**config.mk**
```make
export PLATFORM = sky130hd
export DESIGN_NAME = sha256_msg_sched_flat
export DESIGN_NICKNAME = d
export VERILOG_FILES = /design/src/rtl/sha256_msg_sched_if.sv /design/src/rtl/sha256_msg_sched.sv /design/src/flat_wrapper.sv
export SDC_FILE = /design/constraint.sdc
export NUM_CORES = 2
export LEC_CHECK = 0
export CAP_MARGIN = 5
export CORE_MARGIN = 2
export CORE_UTILIZATION = 50
export CTS_CLUSTER_SIZE = 25
export DETAILED_ROUTE_END_ITERATION = 12
export HOLD_SLACK_MARGIN = 0.05
export PLACE_DENSITY = 0.66
export SYNTH_ARGS = -nofsm -noshare
export SYNTH_HDL_FRONTEND = slang
export SYNTH_SLANG_ARGS = --single-unit
export TNS_END_PERCENT = 10
```
**constraint.sdc**
```tcl
create_clock -name clk_i -period 10.83 [get_ports clk_i]
set_input_delay 1.083 -clock clk_i [delete_from_list [all_inputs] [get_ports clk_i]]
set_output_delay 1.083 -clock clk_i [all_outputs]
set_load 0.02 [all_outputs]
```
**src/rtl/sha256_msg_sched_if.sv**
```systemverilog
// Stream bundle between the SHA-256 message scheduler and its producer/consumer.
// The slave modport is the scheduler's view; master is the surrounding logic.
interface sha256_msg_sched_if;
  logic        start_i;
  logic        in_valid_i;
  logic [31:0] in_data_i;
  logic        in_ready_o;
  logic        w_valid_o;
  logic [31:0] w_o;
  logic [5:0]  t_o;
  logic        w_ready_i;
  logic        busy_o;
  logic        done_o;

  modport slave (
    input  start_i,
    input  in_valid_i,
    input  in_data_i,
    output in_ready_o,
    output w_valid_o,
    output w_o,
    output t_o,
    input  w_ready_i,
    output busy_o,
    output done_o
  );

  modport master (
    output start_i,
    output in_valid_i,
    output in_data_i,
    input  in_ready_o,
    input  w_valid_o,
    input  w_o,
    input  t_o,
    output w_ready_i,
    input  busy_o,
    input  done_o
  );
endinterface

```
**src/rtl/sha256_msg_sched.sv**
```systemverilog
// SHA-256 message schedule: passes M[0..15] through, then expands W[16..63]
// in place in a 16-entry circular buffer, one word per cycle into a 1-deep output register.
module sha256_msg_sched (
  input  logic                      clk_i,
  input  logic                      rst_ni,
  sha256_msg_sched_if.slave         bus
);

  typedef enum logic [1:0] {StIdle, StLoad, StExpand, StDrain} state_e;

  state_e      state_q, state_d;
  logic [5:0]  t_q, t_d;
  logic [31:0] w_q, w_d;
  logic [5:0]  t_out_q, t_out_d;
  logic        w_valid_q, w_valid_d;
  logic        done_q, done_d;
  logic [31:0] wbuf_q [16];

  logic        slot_free;
  logic        buf_we;
  logic [31:0] buf_wdata;
  logic [31:0] w_new;
  logic [3:0]  idx_t, idx_m2, idx_m7, idx_m15;

  function automatic logic [31:0] rotr(input logic [31:0] x, input int unsigned n);
    return (x >> n) | (x << (32 - n));
  endfunction

  function automatic logic [31:0] ssig0(input logic [31:0] x);
    return rotr(x, 7) ^ rotr(x, 18) ^ (x >> 3);
  endfunction

  function automatic logic [31:0] ssig1(input logic [31:0] x);
    return rotr(x, 17) ^ rotr(x, 19) ^ (x >> 10);
  endfunction

  // Slot t mod 16 still holds W[t-16] until this cycle's write replaces it.
  assign idx_t   = t_q[3:0];
  assign idx_m2  = idx_t - 4'd2;
  assign idx_m7  = idx_t - 4'd7;
  assign idx_m15 = idx_t - 4'd15;
  assign w_new   = ssig1(wbuf_q[idx_m2]) + wbuf_q[idx_m7] + ssig0(wbuf_q[idx_m15]) + wbuf_q[idx_t];

  assign slot_free      = !w_valid_q || bus.w_ready_i;
  assign bus.in_ready_o = (state_q == StLoad) && slot_free;
  assign bus.w_valid_o  = w_valid_q;
  assign bus.w_o        = w_q;
  assign bus.t_o        = t_out_q;
  assign bus.busy_o     = (state_q != StIdle);
  assign bus.done_o     = done_q;

  always_comb begin
    state_d   = state_q;
    t_d       = t_q;
    w_d       = w_q;
    t_out_d   = t_out_q;
    w_valid_d = w_valid_q && !bus.w_ready_i;
    done_d    = 1'b0;
    buf_we    = 1'b0;
    buf_wdata = bus.in_data_i;

    unique case (state_q)
      StIdle: begin
        if (bus.start_i) begin
          state_d = StLoad;
          t_d     = 6'd0;
        end
      end
      StLoad: begin
        if (bus.in_valid_i && slot_free) begin
          buf_we    = 1'b1;
          w_d       = bus.in_data_i;
          t_out_d   = t_q;
          w_valid_d = 1'b1;
          t_d       = t_q + 6'd1;
          if (t_q == 6'd15) state_d = StExpand;
        end
      end
      StExpand: begin
        if (slot_free) begin
          buf_we    = 1'b1;
          buf_wdata = w_new;
          w_d       = w_new;
          t_out_d   = t_q;
          w_valid_d = 1'b1;
          t_d       = t_q + 6'd1;
          if (t_q == 6'd63) state_d = StDrain;
        end
      end
      StDrain: begin
        if (w_valid_q && bus.w_ready_i) begin
          done_d  = 1'b1;
          state_d = StIdle;
        end
      end
      default: state_d = StIdle;
    endcase
  end

  always_ff @(posedge clk_i or negedge rst_ni) begin
    if (!rst_ni) begin
      state_q   <= StIdle;
      t_q       <= '0;
      w_q       <= '0;
      t_out_q   <= '0;
      w_valid_q <= 1'b0;
      done_q    <= 1'b0;
      for (int i = 0; i < 16; i++) wbuf_q[i] <= '0;
    end else begin
      state_q   <= state_d;
      t_q       <= t_d;
      w_q       <= w_d;
      t_out_q   <= t_out_d;
      w_valid_q <= w_valid_d;
      done_q    <= done_d;
      if (buf_we) wbuf_q[idx_t] <= buf_wdata;
    end
  end

endmodule

```
**src/flat_wrapper.sv**
```systemverilog
// flat-port wrapper written by rule: the top's interface ports become plain ports
module sha256_msg_sched_flat 
  (clk_i, rst_ni, bus_start_i, bus_in_valid_i, bus_in_data_i, bus_in_ready_o, bus_w_valid_o, bus_w_o, bus_t_o, bus_w_ready_i, bus_busy_o, bus_done_o);
  sha256_msg_sched_if bus_i ();
  input  logic clk_i;
  input  logic rst_ni;
  input wire logic [$bits(bus_i.start_i)-1:0] bus_start_i;
  input wire logic [$bits(bus_i.in_valid_i)-1:0] bus_in_valid_i;
  input wire logic [$bits(bus_i.in_data_i)-1:0] bus_in_data_i;
  output wire logic [$bits(bus_i.in_ready_o)-1:0] bus_in_ready_o;
  output wire logic [$bits(bus_i.w_valid_o)-1:0] bus_w_valid_o;
  output wire logic [$bits(bus_i.w_o)-1:0] bus_w_o;
  output wire logic [$bits(bus_i.t_o)-1:0] bus_t_o;
  input wire logic [$bits(bus_i.w_ready_i)-1:0] bus_w_ready_i;
  output wire logic [$bits(bus_i.busy_o)-1:0] bus_busy_o;
  output wire logic [$bits(bus_i.done_o)-1:0] bus_done_o;
  assign bus_i.start_i = bus_start_i;
  assign bus_i.in_valid_i = bus_in_valid_i;
  assign bus_i.in_data_i = bus_in_data_i;
  assign bus_in_ready_o = bus_i.in_ready_o;
  assign bus_w_valid_o = bus_i.w_valid_o;
  assign bus_w_o = bus_i.w_o;
  assign bus_t_o = bus_i.t_o;
  assign bus_i.w_ready_i = bus_w_ready_i;
  assign bus_busy_o = bus_i.busy_o;
  assign bus_done_o = bus_i.done_o;
  sha256_msg_sched u_core (.clk_i(clk_i), .rst_ni(rst_ni), .bus(bus_i));
endmodule
```
==> flow_metrics.py <==
metrics = {
    "cts": {
        "cts_resized": 0,
        "clockRootBuffer": "clkbuf_16",
        "cts_max_level": 2,
        "numCtsBuffers": 58,
        "post_cts_buffers": 0,
        "cts_tree": "done",
        "hold_buffers": 0,
        "clkTransAtPathRegs_ps": 70,
        "cts.sinks": 560,
        "clk_path_buf_depth": 3,
        "clkLatencyLatePin_ps": 640,
    },
    "synthesis": {
        "synth_flop_cell": "dfrtp_1",
        "synth_cell_types": 64,
        "synth_edf_count": 0,
        "syn_inst": 3189,
        "async_flop_share_pct": 100,
        "yosysWarnings": 0,
        "syn-num-nets": 3330,
        "syn_area_um2": 37400,
        "synth-seq-cells": 560,
        "yosysSeqAreaShare_pct": 37.5,
        "avgSynthCellArea_um2": 11.7,
    },
    "global_routing": {
        "track_usage_pct": 31.5,
        "grt_remaining_overflow": 0,
        "grt_first_pass_wirelength_mm": 181,
        "antenna_found_initial": 1,
        "grt_max_degree": 163,
        "grt_pass1_vias": 27871,
    },
    "route": {
        "drcViolationCount": 0,
        "wl_per_cell_um": 29.0,
        "antenna_left": 0,
        "vias": 28586,
        "post_drt_via_cell_ratio": 6.91,
        "drt-initial-drc-count": 3993,
        "drtPass1Iterations": 6,
        "drt-total-wl_mm": 120,
    },
    "worst_setup_path": {
        "path_buf_inv": 3,
        "critPathCaptureType": "flop",
        "path_max_fanout": 58,
        "path_class": "reg -> reg",
        "max_stage_delay_ps": 960,
        "r2r_setup_slack_ps": 1750,
        "critical_path.most_common_cell": "o21ai_0",
        "r2r_end": "u_core.wbuf_q[122]",
        "cp_data_required_time_ps": 11290,
        "crit_slowest_cell": "dfrtp_4",
        "cpLargestDelayFamily": "compound AO/OA/AOI/OAI gates",
        "path_cells": "inv_1, ha_4, buf_4, mux4_2, mux4_2, xor2_1, xnor2_1, fa_1, fa_1, inv_1, ha_1, a211oi_1, o21bai_1, and4_1, o21ai_0, a211oi_1, o21ai_0, or3b_2, a31oi_1, o21ai_0",
        "start_kind": "flop",
        "r2r_cells": 20,
        "r2r_start": "u_core.t_q[1]",
        "critical_path_arrival_ps": 9540,
    },
    "cells_and_area": {
        "nNetsFinal": 3262,
        "layout_commonest_cell": "dfrtp_1",
        "drive_gt1_share_pct": 22.7,
        "final_cell_mix": "dfrtp_1, nand2_1, mux4_2, o21ai_0, xnor2_1",
        "area_delta_synth_final_pct": 9.82,
        "final_util_pct": 55.3,
    },
    "floorplanning": {
        "start_util_pct": 50.4,
        "dieArea_um2": 77000,
        "die_x_um": 277,
        "core_area_um2": 74200,
        "io_pins": 79,
        "die_h_um": 277,
        "num_rows": 100,
    },
    "min_path": {
        "whs_endpoint": "u_core.bus.w_o[12]",
        "whs_path_depth": 2,
        "hp-start": "u_core.bus.w_o[12]",
        "hp-class": "reg -> reg",
    },
    "sta": {
        "finalSetupViolCount": 0,
        "fin_setup_tns_ps": 0,
        "slew_headroom_pct": 7.51,
        "hold_viol": 0,
        "clock_skew_ps": 32.2,
        "rsz0062_at_grt": "no",
        "slew_viol_final": 0,
        "min_period_over_period_pct": 83.8,
        "worstMarginPinSlew_ps": 1390,
        "period_needed_ps": 9080,
        "fmax_mhz": 110,
    },
    "place": {
        "numPortBuffers": 78,
        "hpwl_mm": 79.3,
        "place.gp.congestion": 0.982,
    },
    "run_status": {
        "status": "finished, final reports clean",
    },
    "flow_run": {
        "cap_viol_max_count": 0,
    },
}
synthesized netlist by cell type (3+ instances only):
cell / instances / area [µm²]
mux2_2: 4 / 45.0
o21a_1: 6 / 45.0
o21ai_2: 10 / 87.6
ha_1: 42 / 526
a31oi_1: 43 / 269
or3_1: 3 / 18.8
and2_1: 7 / 43.8
a21oi_1: 117 / 586
xnor2_1: 119 / 1040
clkbuf_1: 195 / 732
nor3_1: 10 / 50.1
fa_1: 62 / 1240
nand3_1: 25 / 125
mux4_2: 497 / 11200
and3_1: 8 / 50.1
o31ai_1: 20 / 150
o21bai_1: 3 / 22.5
buf_6: 3 / 33.8
nor2b_1: 8 / 50.1
mux2i_1: 47 / 470
nor3b_1: 7 / 52.6
inv_1: 115 / 432
xor2_1: 23 / 201
nand2_1: 517 / 1940
o21ai_0: 480 / 2400
a21o_1: 13 / 97.6
buf_2: 48 / 240
nor2_1: 107 / 402
a211oi_1: 6 / 45.0
o211ai_1: 3 / 22.5
nand2b_1: 5 / 31.3
buf_1: 26 / 97.6
dfrtp_1: 560 / 14000
mux4_1: 9 / 236
final cells by class:
class                           count  area (µm²)
Fill cell                        6042       33200
Multi-Input combinational cell   2240       22000
Sequential cell                   560       14000
Clock buffer                       86        1760
Timing Repair Buffer              146        1370
Tap cell                          969        1210
Inverter                          115         432
Clock inverter                     20         235
Antenna cell                        1        2.50
routing by layer:
metal | track usage [%] | vias to the layer above | wire length [µm]
li1 | - | 11684 | -
met1 | 43.4 | 14564 | 45400
met2 | 47.0 | 2013 | 53800
met3 | 8.12 | 325 | 14200
met4 | 15.0 | 0 | 6420
met5 | 0 | - | 0
how the worst max path moves through the flow:
stage,start,to,cells after the start
after floorplan,u_core.t_q[0],u_core.wbuf_q[203],34
after global placement,u_core.t_q[1],u_core.wbuf_q[90],20
after detailed placement,u_core.t_q[1],u_core.wbuf_q[87],22
after CTS,u_core.t_q[1],u_core.wbuf_q[122],20
after global routing,u_core.t_q[1],u_core.wbuf_q[410],20
final,u_core.t_q[1],u_core.wbuf_q[122],20
tightest hold or removal path, cell delays in order (launching register included):
cell     delay, ps
dfrtp_1        340
nand2_1         50
o21ai_0         60
registers in the layout, summed over array words and instances, names as in the netlist:
| register | cells |
|---|---|
| u_core.wbuf_q | 512 |
| u_core.bus.w_o | 32 |
| u_core.bus.t_o | 6 |
| u_core.t_q | 6 |
| u_core.state_q | 2 |
| u_core.bus.done_o | 1 |
| u_core.bus.w_valid_o | 1 |
metrics by stage:
stage | instances | area (µm²) | setup WS [ps] | hold slack [ps]
floorplan | 3189 | 37400 | 2030 | 466
global placement | 4026 | 39000 | 2130 | 462
detailed placement | 4026 | 39000 | 1850 | 471
CTS | 4132 | 41000 | 1790 | 484
global route | 4136 | 41000 | 1350 | 503
finish | 4137 | 41000 | 1750 | 480
logic make-up after synthesis:
family / share of synthesized area [%]
mux: 32.0
xor+xnor: 3.49
flops: 37.5
simple gates: 7.60
buf+inv: 4.14
fa+ha+maj: 4.73
compound gates: 10.5
Power is left out: the tool's default activity adds up to more than one toggle a clock period on the data nets, which glitch-free logic cannot reach.
